### src/rtl/t03_pc_ras.sv
`default_nettype none
// ============================================================================
// Module   : t03_pc_ras
// Brief    : RV32I program counter with trap redirect, misaligned-target
//            rejection and a circular return-address stack with mispredict
//            counting.
// Revision : 1.0 - initial release
// ============================================================================
module t03_pc_ras #(
    parameter int              XLEN         = 32,
    parameter logic [XLEN-1:0] BASE_ADDRESS = '0,
    parameter logic [XLEN-1:0] RESET_PC     = '0,
    parameter int              RAS_DEPTH    = 4,
    parameter int              CNT_W        = 16
) (
    input  logic             clk,
    input  logic             nrst,
    input  logic             freezePc,
    input  logic [2:0]       control,
    input  logic [XLEN-1:0]  offset,
    input  logic [XLEN-1:0]  ALUResult,
    input  logic [XLEN-1:0]  trapVector,
    output logic [XLEN-1:0]  currentPc,
    output logic [XLEN-1:0]  currentPc_base_address,
    output logic [XLEN-1:0]  toMemory,
    output logic             misaligned,
    output logic             rasEmpty,
    output logic             rasFull,
    output logic             rasMispredict,
    output logic [CNT_W-1:0] mispredictCount
);

    localparam int PTR_W = $clog2(RAS_DEPTH);
    localparam int CNT_BITS = PTR_W + 1;

    localparam logic [2:0] c_MODE_JALR   = 3'b001;
    localparam logic [2:0] c_MODE_BRANCH = 3'b010;
    localparam logic [2:0] c_MODE_CALL   = 3'b011;
    localparam logic [2:0] c_MODE_RET    = 3'b100;
    localparam logic [2:0] c_MODE_TRAP   = 3'b101;

    localparam logic [XLEN-1:0]     c_FOUR  = XLEN'(4);
    localparam logic [XLEN-1:0]     c_ONE   = XLEN'(1);
    localparam logic [CNT_BITS-1:0] c_DEPTH = CNT_BITS'(RAS_DEPTH);

    logic [XLEN-1:0]     r_pc;
    logic [XLEN-1:0]     r_ras [RAS_DEPTH];
    logic [PTR_W-1:0]    r_ptr;
    logic [CNT_BITS-1:0] r_count;
    logic                r_misaligned;
    logic                r_mispredict;
    logic [CNT_W-1:0]    r_mis_cnt;

    logic [XLEN-1:0]  w_seq_pc;
    logic [XLEN-1:0]  w_alu_aligned;
    logic [XLEN-1:0]  w_target;
    logic [XLEN-1:0]  w_next_pc;
    logic             w_checked;
    logic             w_reject;
    logic             w_push;
    logic             w_ret;
    logic             w_bad_ret;
    logic [PTR_W-1:0] w_top_idx;

    assign w_seq_pc      = r_pc + c_FOUR;
    assign w_alu_aligned = ALUResult & ~c_ONE;

    always_comb begin
        w_target  = w_seq_pc;
        w_checked = 1'b0;
        case (control)
            c_MODE_JALR, c_MODE_RET: begin
                w_target  = w_alu_aligned;
                w_checked = 1'b1;
            end
            c_MODE_BRANCH, c_MODE_CALL: begin
                w_target  = r_pc + offset;
                w_checked = 1'b1;
            end
            c_MODE_TRAP: w_target = trapVector;
            default:     w_target = w_seq_pc;
        endcase
    end

    // TRAP and SEQ never set w_checked, so they can never be rejected.
    assign w_reject  = w_checked && (w_target[1:0] != 2'b00);
    assign w_next_pc = w_reject ? w_seq_pc : w_target;

    assign w_push    = !freezePc && (control == c_MODE_CALL) && !w_reject;
    assign w_ret     = !freezePc && (control == c_MODE_RET) && !w_reject;
    assign w_top_idx = r_ptr - PTR_W'(1);
    assign w_bad_ret = w_ret && ((r_count == '0) || (r_ras[w_top_idx] != w_alu_aligned));

    always_ff @(posedge clk or negedge nrst) begin
        if (!nrst) begin
            r_pc         <= RESET_PC;
            r_ptr        <= '0;
            r_count      <= '0;
            r_misaligned <= 1'b0;
            r_mispredict <= 1'b0;
            r_mis_cnt    <= '0;
            for (int i = 0; i < RAS_DEPTH; i++) begin
                r_ras[i] <= '0;
            end
        end else begin
            r_misaligned <= !freezePc && w_reject;
            r_mispredict <= w_bad_ret;
            if (!freezePc) begin
                r_pc <= w_next_pc;
            end
            if (w_push) begin
                r_ras[r_ptr] <= w_seq_pc;
                r_ptr        <= r_ptr + PTR_W'(1);
                if (r_count != c_DEPTH) begin
                    r_count <= r_count + CNT_BITS'(1);
                end
            end else if (w_ret && (r_count != '0)) begin
                r_ptr   <= w_top_idx;
                r_count <= r_count - CNT_BITS'(1);
            end
            if (w_bad_ret && (r_mis_cnt != '1)) begin
                r_mis_cnt <= r_mis_cnt + CNT_W'(1);
            end
        end
    end

    assign currentPc              = r_pc;
    assign currentPc_base_address = r_pc + BASE_ADDRESS;
    assign toMemory               = w_next_pc + BASE_ADDRESS;
    assign misaligned             = r_misaligned;
    assign rasEmpty               = (r_count == '0);
    assign rasFull                = (r_count == c_DEPTH);
    assign rasMispredict          = r_mispredict;
    assign mispredictCount        = r_mis_cnt;

endmodule
`default_nettype wire

### config.mk
export PLATFORM = sky130hd
export DESIGN_NAME = t03_pc_ras
export DESIGN_NICKNAME = d
export VERILOG_FILES = /design/src/rtl/t03_pc_ras.sv
export SDC_FILE = /design/constraint.sdc
export NUM_CORES = 1
export LEC_CHECK = 0
export ABC_AREA = 0
export CAP_MARGIN = 20
export CORE_ASPECT_RATIO = 1.5
export CORE_MARGIN = 2
export CORE_UTILIZATION = 50
export DETAILED_ROUTE_END_ITERATION = 8
export DONT_BUFFER_PORTS = 1
export REMOVE_ABC_BUFFERS = 1
export SLEW_MARGIN = 20
export SYNTH_ARGS = -nofsm -noshare
export SYNTH_HDL_FRONTEND = slang
export SYNTH_SLANG_ARGS = --single-unit
### constraint.sdc
create_clock -name clk -period 6.3 [get_ports clk]
set_input_delay 0.63 -clock clk [delete_from_list [all_inputs] [get_ports clk]]
set_output_delay 0.63 -clock clk [all_outputs]
set_load 0.01 [all_outputs]
==> results.md <==
- Fin. max-slew vios: 0
- Clk Tree Root Cell: clkbuf_16
- Leakage: 0.00521 µW
- Area added between synthesis and finish: 4.26%
- Most frequent cells in the layout: dfrtp_1 (182), a21oi_1 (170), nor2_1 (154)
- DP Wirelength: 24700 µm
- Global-route wire length before repair: 54500 µm
- CP max-delay cell: dfrtp_1
- Vias in the first global route: 9463
- Die Y: 191 µm
- TNS Setup: 0 ns
- IO Count: 218
- Global Route Usage Sum: 0.295
- Post-synth cell types: 69
- Worst-path clk slew: 0.07 ns
- Core area: 0.0230 mm²
- RSZ-0062 raised after global routing: false
- Nets: 1303
- Sw frac: 0.422
- Effective utilization at floorplan: 0.508
- Worst reg2reg setup slack: 2.43 ns
- Int Pwr: 3150 µW
- Dominant synthesized flop cell: dfrtp_1
- Clock skew: 0.0113 ns
- Initial antenna violation count: 0
- Total power: 5450 µW
- # fillers: 2109
- Crit path max fanout: 11
- TritonCTS clock tree: yes
- Slowest stage delay, CP: 0.62 ns
- Critical path capture point type: output pin
- Worst-margin pin slew: 1.13 ns
- Post-CTS setup buffers: 0
- Critical path startpoint category: flip-flop
- Worst setup path class: reg2out
- Final GP Congestion: 0.896
- Most common cell after layout, fill and taps aside: dfrtp_1
- Worst Path Buf+Inv: 2
- Placed cell area: 0.0116 mm²
- Most common cell on crit path: a31oi_1
- Full die area: 0.0246 mm²
- Yosys reg bits: 183
- R2R cell count: 11
- TritonCTS Buffers: 17
- Post-synthesis cell area: 0.0117 mm²
- Initial DRC count: 727
- Async set-reset flop share out of synthesis: 1.00
- Finish-stage setup viols: 0
- Remaining DRCs: 0
- DRT antenna net count: 0
- R2R Path Start: r_ptr[1]
- Worst path required time: 5.67 ns
- Psw: 2300 µW
- Clock Latency Late Sink: 0.45 ns
- Top cells by area, synth: dfrtp_1 (39%), a21oi_1 (7.3%), mux4_2 (6.0%), xnor2_1 (5.1%), nor2_1 (5.0%)
- Antenna Diode Count: 0
- Worst min-delay path class: in2async
- Worst Setup EP: toMemory[30]
- Number of synthesized flops with an enable pin: 0
- Worst path cell trace: ha_1, inv_1, fa_1, nor2b_1, o2111ai_1, a31oi_1, buf_4, a31oi_1, o21ai_0, nor2_1, a211oi_1, a22oi_1
- Chip Width: 129 µm
- Post-route cell area: 0.0122 mm²
- Final hold vios: 0
- Final min period: 4.87 ns
- Arrival @ worst endpoint: 4.24 ns
- Vias: 9339
- Crit. Startpoint: currentPc[0]
- Clk sinks: 183
- Largest net degree at the start of global routing: 184
- Bufs on Longest Clock Path: 2
- Sequential share of the synthesized area: 0.392
- Ys Warns: 0
- Final core utilization: 0.530
- I/O Buffers: 0
- Gate count after technology mapping: 1239
- RR Endpoint: mispredictCount[13]
- Syn Area/Cell: 9.42 µm²
- Max transition margin: 0.245
- Total grt overflow: 0
- Largest area contributor in the netlist: dfrtp_1
- PD cells: 448 mW/mm²
- Overall routed net length: 35600 µm
- Num rows: 68
- Comb pwr share: 0.441
- Max VDD drop: 0.215 mV
- Fin crit share: 0.773
- Reg power frac: 0.358
- Crit path depth: 12
- Post-synth top area share: 0.392
- Status: finished, final reports clean
- Vias/cell: 6.42
- FMAX: 205 MHz
- Share of layout cells above drive strength 1: 0.106
- Wire length per cell: 24.5 µm
- H-tree levels: 4
- CP top delay family: compound AO/OA/AOI/OAI gates
- Clock share of power: 0.202
- Max-cap violations: 0
- First-pass DRT Iterations: 5
## layout make-up
cell class / count / area [µm²] / area share
timing repair buffer: 17 / 155 / 0.0127
clock buffer: 20 / 467 / 0.0383
tap: 280 / 350 / 0.0288
sequential: 183 / 4580 / 0.376
clock inverter: 11 / 123 / 0.0101
inverter: 21 / 78.8 / 0.00647
multi-input combinational: 922 / 6420 / 0.527
## worst min path at each step
stage	from	end
final	nrst	r_ras[34]
after global placement	nrst	currentPc[2]
after global routing	freezePc	misaligned
after detailed placement	nrst	r_ras[34]
after CTS	freezePc	misaligned
after floorplan	nrst	currentPc[0]
## metrics by stage
stage,hold WS [ns],worst slack [ns],instances
4_1_cts,0.255,1.47,1454
3_5_place_dp,0.345,1.99,1422
6_report,0.144,1.43,1454
3_3_place_gp,0.345,1.99,1421
2_1_floorplan,0.334,1.92,1126
5_1_grt,0.268,1.10,1454
## repair_timing
action                    CTS  global route
hold buffers                1             0
gates resized for setup     0             0
hold endpoints to repair  183             0
## power groups by stage
stage                     logic (µW)  registers, µW  clock network, µW
after floorplan                 1730           1910                  0
after global placement          2310           1960                  0
after detailed placement        2340           1970                  0
after CTS                       2380           1950               1110
after global routing            2620           2010               1160
final                           2400           1950               1100
## routing by layer
| metal | track usage | share of wire | up-vias |
|---|---|---|---|
| met5 | 0 | 0 | - |
| met4 | 0.130 | 0.041 | 0 |
| met3 | 0.0554 | 0.062 | 74 |
| met2 | 0.499 | 0.49 | 361 |
| met1 | 0.365 | 0.40 | 4593 |
| li1 | - | - | 4311 |
## registers in the layout, summed over array words and instances (netlist names)
| signal | cells |
|---|---|
| r_count | 3 |
| r_ras | 128 |
| r_ptr | 2 |
| rasMispredict | 1 |
| misaligned | 1 |
| currentPc | 32 |
| mispredictCount | 16 |
## synthesized netlist by cell type, drive strengths merged, types with 6 or more instances
master	count
a211oi	8
a21o	14
a21oi	171
a221o	8
a221oi	17
a222oi	10
a22oi	11
a31oi	13
and2	13
and3	19
buf	70
clkbuf	43
dfrtp	183
ha	37
inv	21
mux2	26
mux2i	16
mux4	32
nand2	84
nand3	21
nand4	29
nor2	155
nor3	14
o21ai	36
o21bai	6
or3	6
xnor2	68
xor2	29
## kinds of logic (layout without fill, tap and decap cells)
kind of cell    after synthesis  in the layout  share of synthesized area
compound gates              350            350                      0.189
xor+xnor                     97             97                     0.0728
fa+ha+maj                    39             39                     0.0431
buf+inv                     134             69                     0.0602
flops                       183            183                      0.392
mux                          74             74                      0.101
simple gates                362            362                      0.141
Power figures use the tool's default switching activity.
